## src/rtl/mpu_if_pkg.sv

```systemverilog
// Shared definitions for the MPU read interface: register map, register bit
// positions and the bus-access FSM states.
package mpu_if_pkg;

    // Register addresses (low two bits of mpu_addr)
    localparam logic [1:0] ADDR_DATA   = 2'd0;
    localparam logic [1:0] ADDR_STATUS = 2'd1;
    localparam logic [1:0] ADDR_COUNT  = 2'd2;
    localparam logic [1:0] ADDR_CTRL   = 2'd3;

    // STATUS register bits
    localparam int unsigned STATUS_READY_BIT     = 0;
    localparam int unsigned STATUS_IRQ_EN_BIT    = 1;
    localparam int unsigned STATUS_UNDERFLOW_BIT = 2;

    // CTRL register bits
    localparam int unsigned CTRL_IRQ_EN_BIT = 0;
    localparam int unsigned CTRL_CLEAR_BIT  = 1;

    typedef enum logic [1:0] {
        IDLE,
        ACCESS,
        DRIVE,
        WREL
    } state_t;

endpackage

```

## src/rtl/sync_bit.sv

```systemverilog
// Multi-flop synchronizer for one asynchronous control bit. The reset value is
// a parameter so active-low strobes come out of reset in their idle state.
module sync_bit #(
    parameter int unsigned STAGES    = 2,
    parameter logic        RESET_VAL = 1'b1
) (
    input  logic clk,
    input  logic rst,
    input  logic d,
    output logic q
);

    logic [STAGES-1:0] ff_q;

    // Shift the asynchronous input through the flop chain
    always_ff @(posedge clk) begin
        if (rst) begin
            ff_q <= {STAGES{RESET_VAL}};
        end else begin
            ff_q <= {ff_q[STAGES-2:0], d};
        end
    end

    assign q = ff_q[STAGES-1];

endmodule

```

## src/rtl/mpu_rd_if.sv

```systemverilog
// Bridge between the tag data buffer and the asynchronous MPU memory bus.
// Each DATA read pops exactly one buffer word; STATUS, COUNT and CTRL form a
// small register file. Define MPU_RD_IF_IRQ_EN to build the data-ready
// interrupt and the CTRL irq_en bit; otherwise mpu_irq is tied low.
module mpu_rd_if
    import mpu_if_pkg::*;
#(
    parameter int unsigned          READ_WIDTH  = 16,
    parameter int unsigned          ADDR_WIDTH  = 2,
    parameter int unsigned          SYNC_STAGES = 2,
    parameter int unsigned          READ_LAT    = 2,
    parameter logic [READ_WIDTH-1:0] EMPTY_WORD = 16'h0000
) (
    input  logic                  clk,
    input  logic                  rst,
    input  logic                  buf_ready,
    input  logic [READ_WIDTH-1:0] buf_data,
    output logic                  buf_rd_ena,
    input  logic                  mpu_cs_n,
    input  logic                  mpu_rd_n,
    input  logic                  mpu_wr_n,
    input  logic [ADDR_WIDTH-1:0] mpu_addr,
    input  logic [READ_WIDTH-1:0] mpu_data_i,
    output logic [READ_WIDTH-1:0] mpu_data_o,
    output logic                  mpu_data_oe,
    output logic                  mpu_irq
);

    localparam logic [7:0] LAT_LAST = 8'(READ_LAT - 1);

    logic cs_s, rd_s, wr_s;
    logic strobe, strobe_q, start_q;

    state_t                state_q;
    logic                  is_rd_q;
    logic                  hit_q;
    logic [ADDR_WIDTH-1:0] addr_q;
    logic [READ_WIDTH-1:0] wdata_q;
    logic [7:0]            lat_cnt_q;
    logic [15:0]           count_q;
    logic                  underflow_q;
    logic                  irq_en;
    logic [READ_WIDTH-1:0] rd_value;
    logic                  unused_bits;

    sync_bit #(
        .STAGES   (SYNC_STAGES),
        .RESET_VAL(1'b1)
    ) u_sync_cs (
        .clk(clk),
        .rst(rst),
        .d  (mpu_cs_n),
        .q  (cs_s)
    );

    sync_bit #(
        .STAGES   (SYNC_STAGES),
        .RESET_VAL(1'b1)
    ) u_sync_rd (
        .clk(clk),
        .rst(rst),
        .d  (mpu_rd_n),
        .q  (rd_s)
    );

    sync_bit #(
        .STAGES   (SYNC_STAGES),
        .RESET_VAL(1'b1)
    ) u_sync_wr (
        .clk(clk),
        .rst(rst),
        .d  (mpu_wr_n),
        .q  (wr_s)
    );

    assign strobe = ~cs_s & (~rd_s | ~wr_s);

    // Register the strobe fall so an access starts once per high-to-low edge
    always_ff @(posedge clk) begin
        if (rst) begin
            strobe_q <= 1'b0;
            start_q  <= 1'b0;
        end else begin
            strobe_q <= strobe;
            start_q  <= strobe & ~strobe_q;
        end
    end

    // Read data selected by the captured address at the end of ACCESS
    always_comb begin
        rd_value = '0;
        unique case (addr_q[1:0])
            ADDR_DATA:   rd_value = hit_q ? buf_data : EMPTY_WORD;
            ADDR_STATUS: begin
                rd_value[STATUS_READY_BIT]     = buf_ready;
                rd_value[STATUS_IRQ_EN_BIT]    = irq_en;
                rd_value[STATUS_UNDERFLOW_BIT] = underflow_q;
            end
            ADDR_COUNT:  rd_value = READ_WIDTH'(count_q);
            ADDR_CTRL:   rd_value[CTRL_IRQ_EN_BIT] = irq_en;
        endcase
    end

`ifdef MPU_RD_IF_IRQ_EN
    logic irq_en_q;
    assign irq_en = irq_en_q;
`else
    assign irq_en = 1'b0;
`endif

    // Bus-access FSM with its registered outputs and register file
    always_ff @(posedge clk) begin
        if (rst) begin
            state_q     <= IDLE;
            is_rd_q     <= 1'b0;
            hit_q       <= 1'b0;
            addr_q      <= '0;
            wdata_q     <= '0;
            lat_cnt_q   <= '0;
            count_q     <= '0;
            underflow_q <= 1'b0;
            buf_rd_ena  <= 1'b0;
            mpu_data_o  <= '0;
            mpu_data_oe <= 1'b0;
`ifdef MPU_RD_IF_IRQ_EN
            irq_en_q    <= 1'b0;
`endif
        end else begin
            // Pads follow the state one cycle late: on after data is loaded,
            // off one cycle after the strobe release is seen
            mpu_data_oe <= (state_q == DRIVE);
            unique case (state_q)
                IDLE: begin
                    buf_rd_ena <= 1'b0;
                    // Both rd_n and wr_n low is not a legal access
                    if (start_q && strobe && (rd_s || wr_s)) begin
                        state_q   <= ACCESS;
                        is_rd_q   <= ~rd_s;
                        addr_q    <= mpu_addr;
                        wdata_q   <= mpu_data_i;
                        lat_cnt_q <= '0;
                        hit_q     <= 1'b0;
                        if (!rd_s && mpu_addr[1:0] == ADDR_DATA) begin
                            if (buf_ready) begin
                                buf_rd_ena <= 1'b1;
                                hit_q      <= 1'b1;
                                count_q    <= count_q + 16'd1;
                            end else begin
                                underflow_q <= 1'b1;
                            end
                        end
                    end
                end
                ACCESS: begin
                    if (is_rd_q) begin
                        if (lat_cnt_q == LAT_LAST) begin
                            state_q    <= DRIVE;
                            mpu_data_o <= rd_value;
                        end else begin
                            lat_cnt_q <= lat_cnt_q + 8'd1;
                        end
                    end else begin
                        state_q <= WREL;
                        if (addr_q[1:0] == ADDR_CTRL) begin
`ifdef MPU_RD_IF_IRQ_EN
                            irq_en_q <= wdata_q[CTRL_IRQ_EN_BIT];
`endif
                            if (wdata_q[CTRL_CLEAR_BIT]) begin
                                count_q     <= '0;
                                underflow_q <= 1'b0;
                            end
                        end
                    end
                end
                DRIVE: begin
                    if (rd_s || cs_s) begin
                        state_q    <= IDLE;
                        buf_rd_ena <= 1'b0;
                    end
                end
                WREL: begin
                    if (wr_s || cs_s) begin
                        state_q <= IDLE;
                    end
                end
            endcase
        end
    end

`ifdef MPU_RD_IF_IRQ_EN
    // Data-ready interrupt, one register stage behind its sources
    always_ff @(posedge clk) begin
        if (rst) begin
            mpu_irq <= 1'b0;
        end else begin
            mpu_irq <= irq_en & buf_ready;
        end
    end
`else
    assign mpu_irq = 1'b0;
`endif

    // Only some captured write-data and address bits reach the register file
    assign unused_bits = ^{wdata_q, addr_q};

endmodule

```

## config.mk

```make
export PLATFORM = sky130hd
export DESIGN_NAME = mpu_rd_if
export DESIGN_NICKNAME = d
export VERILOG_FILES = /design/src/rtl/mpu_if_pkg.sv /design/src/rtl/sync_bit.sv /design/src/rtl/mpu_rd_if.sv
export SDC_FILE = /design/constraint.sdc
export NUM_CORES = 1
export LEC_CHECK = 0
export ABC_CLOCK_PERIOD_IN_PS = 1850
export CAP_MARGIN = 30
export CORE_MARGIN = 8
export CORE_UTILIZATION = 50
export DETAILED_ROUTE_END_ITERATION = 8
export PLACE_DENSITY_LB_ADDON = 0.05
export SYNTH_ARGS = -nofsm -noshare
export SYNTH_HDL_FRONTEND = slang
export SYNTH_SLANG_ARGS = --single-unit
export TNS_END_PERCENT = 1
```

## constraint.sdc

```tcl
create_clock -name clk -period 1.85 [get_ports clk]
set_input_delay 0.185 -clock clk [delete_from_list [all_inputs] [get_ports clk]]
set_output_delay 0.185 -clock clk [all_outputs]
set_load 0.1 [all_outputs]
```

### Word-level counts from Yosys, hierarchy flattened

Index checks and enable logic that the tools add are counted.
Widths: inputs -> output; s select.

* mux-type cells: 33
* reductions and logical operators: 19
* add/sub/neg operators: 2
* bitwise operators: 7
* eq/ne operators: 19

Operator list (number)
* $mux 16: 7
* $pmux 16 s2: 1
* $pmux 13 s2: 1
* $mux 8: 3
* $ne 2x2->1 const B: 10
* $add 16x1->16 const B: 1
* $pmux 8 s2: 1
* $reduce_and 7->1: 2
* $mux 1: 10
* $mux 2: 5
* $add 8x1->8 const B: 1
* $eq 2x2->1 const B: 4
* $eq 8x1->1 const B: 1
* $pmux 2 s4: 1
* $reduce_and 4->1: 2
* $logic_not 2->1: 3
* $pmux 2 s3: 1
* $eq 2x1->1 const B: 2
* $not 1->1: 4
* $pmux 1 s2: 2
* $pmux 1 s4: 1
* $reduce_and 2->1: 2
* $reduce_bool 2->1: 2
* $logic_and 1x1->1: 3
* 7 further kinds: 10

* output and inout bits: 19
* flip-flop bits (word level): 59
* input port bits: 40
* logic and storage cells: 96

### Logic depth before layout (Yosys ltp)

* depth after elaboration: 7
* depth in mapped cells: 8
* depth with buffers taken out: 6

### Hierarchy

A second synthesis with hierarchy kept.

* cells, all modules: 325
* area total of the unflattened synthesis: 2648.8 µm²

By module, submodules not included
* mpu_rd_if: area each 2491.1 µm², instances 1, cells an instance 313
* sync_bit: area each 52.6 µm², instances 3, cells an instance 4

### Least setup slack after synthesis

OpenSTA, ideal clock, no wires.

* kind: register to register
* start: register lat_cnt_q[0]
* end: register mpu_data_o[10]
* arrival time: 1.510 ns
* required time: 1.780 ns
* setup slack: 0.270 ns
* cell stages (with the launch flop): 7
* buffers on the path: 1
* cell sequence: dfxtp_1 -> ha_1 -> nor4b_4 -> nand4_2 -> clkbuf_2 -> or3_1 -> a21oi_1

* cells in the longest elaborated chain, start to end: 2

RTL lines
* start: declaration: line mpu_rd_if.sv:39 `logic [7:0] lat_cnt_q;`
* start signal: assignment: line mpu_rd_if.sv:160 `lat_cnt_q <= lat_cnt_q + 8'd1;`
* $eq 8x1->1: line mpu_rd_if.sv:156 `if (lat_cnt_q == LAT_LAST) begin`
* $reduce_and 3->1 (no source line)
* end signal: assignment: line mpu_rd_if.sv:158 `mpu_data_o <= rd_value;`
* end: declaration: line mpu_rd_if.sv:24 `output logic [READ_WIDTH-1:0] mpu_data_o,`

No other way between the ends.
A chain may end at the register's enable or synchronous reset.

### Final worst setup path

* start: register lat_cnt_q[1]
* end: register mpu_data_o[10]

Same word-level chain as after synthesis.

==> impl_metrics.yaml <==
timing:
  slew_headroom_pct: 52.7
  rsz0062_at_grt: "true"
  setup-tns-final_ns: 0
  worstMarginPinSlew_ns: 0.709
  hold_viol_final: 0
  fmax_ghz: 0.571
  setup_viol: 0
  finalCriticalPeriod_ns: 1.75
  finalClockSkew_ns: 0.00717
  drv_slew: 0
  period_share_pct: 94.7
worst_setup_path:
  crit_path_end_kind: "register"
  critPathTopFamily: "simple AND/OR/NAND/NOR gates"
  crit_chain: "inv_1 -> ha_2 -> nor4b_4 -> nand4_2 -> buf_12 -> or3_1 -> a21oi_1"
  critPathMaxFanout: 32
  cp_data_required_time_ns: 2.11
  startpoint_type: "register"
  crit_type: "register to register"
  cpPeakStageDelay_ns: 0.35
  slowest_stage: "or3_1"
  crit_buf_inv: 2
  arrival_ns: 2.01
job:
  maxCapViolCount: 0
clock_network:
  htree_levels: 3
  path_clk_slew_ns: 0.06
  cts_resized: 0
  cts-root-buf: "clkbuf_8"
  postCtsSetupRepairBufs: 0
  postCtsHoldBufs: 0
  numCtsBuffers: 9
  clock_path_buffers: 2
  clock_sinks: 58
  tritoncts: "done"
  clk-insertion-delay-late_ns: 0.33
detailed_routing:
  routed_wirelength_mm: 6.78
  routedWlPerCell_um: 15.2
  route.vias.total: 2548
  ant_nets: 0
  drtPass1Iterations: 4
  vias_per_cell: 5.73
  drc_errors: 0
  drtIter0Drc: 234
logic_synthesis:
  synth_async_sr_flop_share_pct: 0
  syn-num-nets: 361
  synth_seq_area_share_pct: 42.3
  synth_ff_type: "dfxtp_1"
  yosysWarnings: 0
  synth_cells: 318
  synth-edff-count: 0
  syn_avg_cell_area_um2: 8.64
  synth_cell_type_count: 48
  synth-seq-cells: 58
  syn_area_um2: 2750
placement:
  portBuffers: 42
  gp_congestion: 0.761
  placed_area_um2: 3280
  dpl.hpwl_mm: 4.85
grt:
  antenna_found_initial: 0
  grt_pass1_vias: 2510
  grt_pass1_wl_mm: 11.7
  grt-ovfl-total: 0
  track_usage_pct: 16.9
  grt_max_degree: 42
final_layout:
  syn2layout_area_growth_pct: 25.9
  nets: 411
  final_area_um2: 3460
  antenna_cells: 0
  mostFrequentLayoutCell: "dfxtp_1"
  final_cell_mix: "dfxtp_1, buf_4, nand2_1, a21oi_1, clkdlybuf4s50_1"
  drive_above_1_share_pct: 18.5
floorplan:
  fp-row-count: 27
  start_util_pct: 50.8
  fp.dieW_um: 90.1
  num_io_pins: 59
  die_h_um: 90.1
  die-area_um2: 8120
  core_region_area_um2: 5410
power:
  power_density_nw_per_um2: 675
  p_leak_nw: 1.22
  ir_worst_vdd_mv: 0.556
status:
  outcome: "finished clean"
hold_path:
  hold_class: "register to register"
==> synth_stat cells, drive strengths merged, types with 4 or more instances <==
master / instances / share of area (%)
and3: 5 / 1.1
or2: 7 / 1.6
nand2: 34 / 4.7
nand2b: 12 / 2.7
a21oi: 34 / 6.2
a31oi: 4 / 0.91
a311oi: 15 / 4.8
nor2b: 8 / 1.8
buf: 9 / 1.8
dfxtp: 58 / 42
or3: 15 / 3.4
nor3: 7 / 1.5
clkbuf: 15 / 2.1
inv: 4 / 0.55
a22oi: 17 / 4.6
a41oi: 5 / 1.6
nand3: 10 / 1.8
nor2: 7 / 0.96
a21o: 4 / 1.1
o21ai: 7 / 1.3
nand4: 6 / 1.6
==> per-stage QoR <==
| stage | worst slack (ns) | utilization (%) | instances | hold WS (ns) | power (mW) |
|---|---|---|---|---|---|
| floorplan | 0.270 | - | 318 | 0.271 | 1.32 |
| global placement | 0.00626 | 60.7 | 429 | 0.373 | 1.38 |
| detailed placement | -0.0229 | 60.7 | 429 | 0.378 | 1.38 |
| CTS | 0.0761 | 63.7 | 445 | 0.385 | 2.36 |
| global route | -0.0143 | 64.0 | 445 | 0.422 | 2.43 |
| finish | 0.0975 | 64.0 | 445 | 0.389 | 2.33 |
==> area by class of cell <==
class	instances	area [um2]
Fill cell	494	1950
Multi-Input combinational cell	232	1480
Sequential cell	58	1160
Timing Repair Buffer	63	553
Clock buffer	13	149
Tap cell	72	90.1
Clock inverter	3	15.0
Inverter	4	15.0
==> flip-flops by register name (all words and copies together), names as in the netlist, 2 cells and up <==
signal,count
u_sync_wr.ff_q,2
count_q,16
addr_q,2
u_sync_cs.ff_q,2
u_sync_rd.ff_q,2
state_q,2
lat_cnt_q,8
mpu_data_o,16
==> power by group <==
| part | total (mW) | switching (mW) | internal (mW) |
|---|---|---|---|
| combinational | 0.0964 | 0.0424 | 0.0540 |
| clock | 0.977 | 0.460 | 0.517 |
| sequential | 1.26 | 0.00536 | 1.26 |
| total | 2.33 | 0.508 | 1.83 |
==> cell families after synthesis <==
logic type	count (synthesis)	synth area share [%]
adders and majority gates	3	1.37
buffers and inverters	28	4.46
xor gates and xnor gates	1	0.319
AOI/OAI and AO/OA	100	24.8
DFF	58	42.3
and+or+nand+nor	127	26.7
other	1	0.137
==> metal layers <==
metal | global-route usage [%] | part of all wire (%) | routed length (um)
met5 | 0 | 0 | 0
met4 | 7.49 | 1.2 | 82
met3 | 4.16 | 4.9 | 332
met2 | 28.3 | 48 | 3250
met1 | 19.8 | 46 | 3110
==> path summary, 6_finish.rpt <==
| kind | startpoint | end | slack [ns] | depth (start not counted) |
|---|---|---|---|---|
| worst max register to register | lat_cnt_q[1] | mpu_data_o[10] | 0.1 | 7 |
| worst min-delay path | strobe_q | start_q | 0.39 | 1 |
| worst max-delay path | lat_cnt_q[1] | mpu_data_o[10] | 0.1 | 7 |
| worst min register to register | strobe_q | start_q | 0.39 | 1 |
==> worst register-to-register path: cells and delay by family, from the launching register on <==
family / cells / cell delay, ns
flops: 1 / 0.34
fa+ha+maj: 1 / 0.18
simple gates: 3 / 0.77
compound gates: 1 / 0.12
buf+inv: 2 / 0.27
Power figures use the tool's default switching activity.
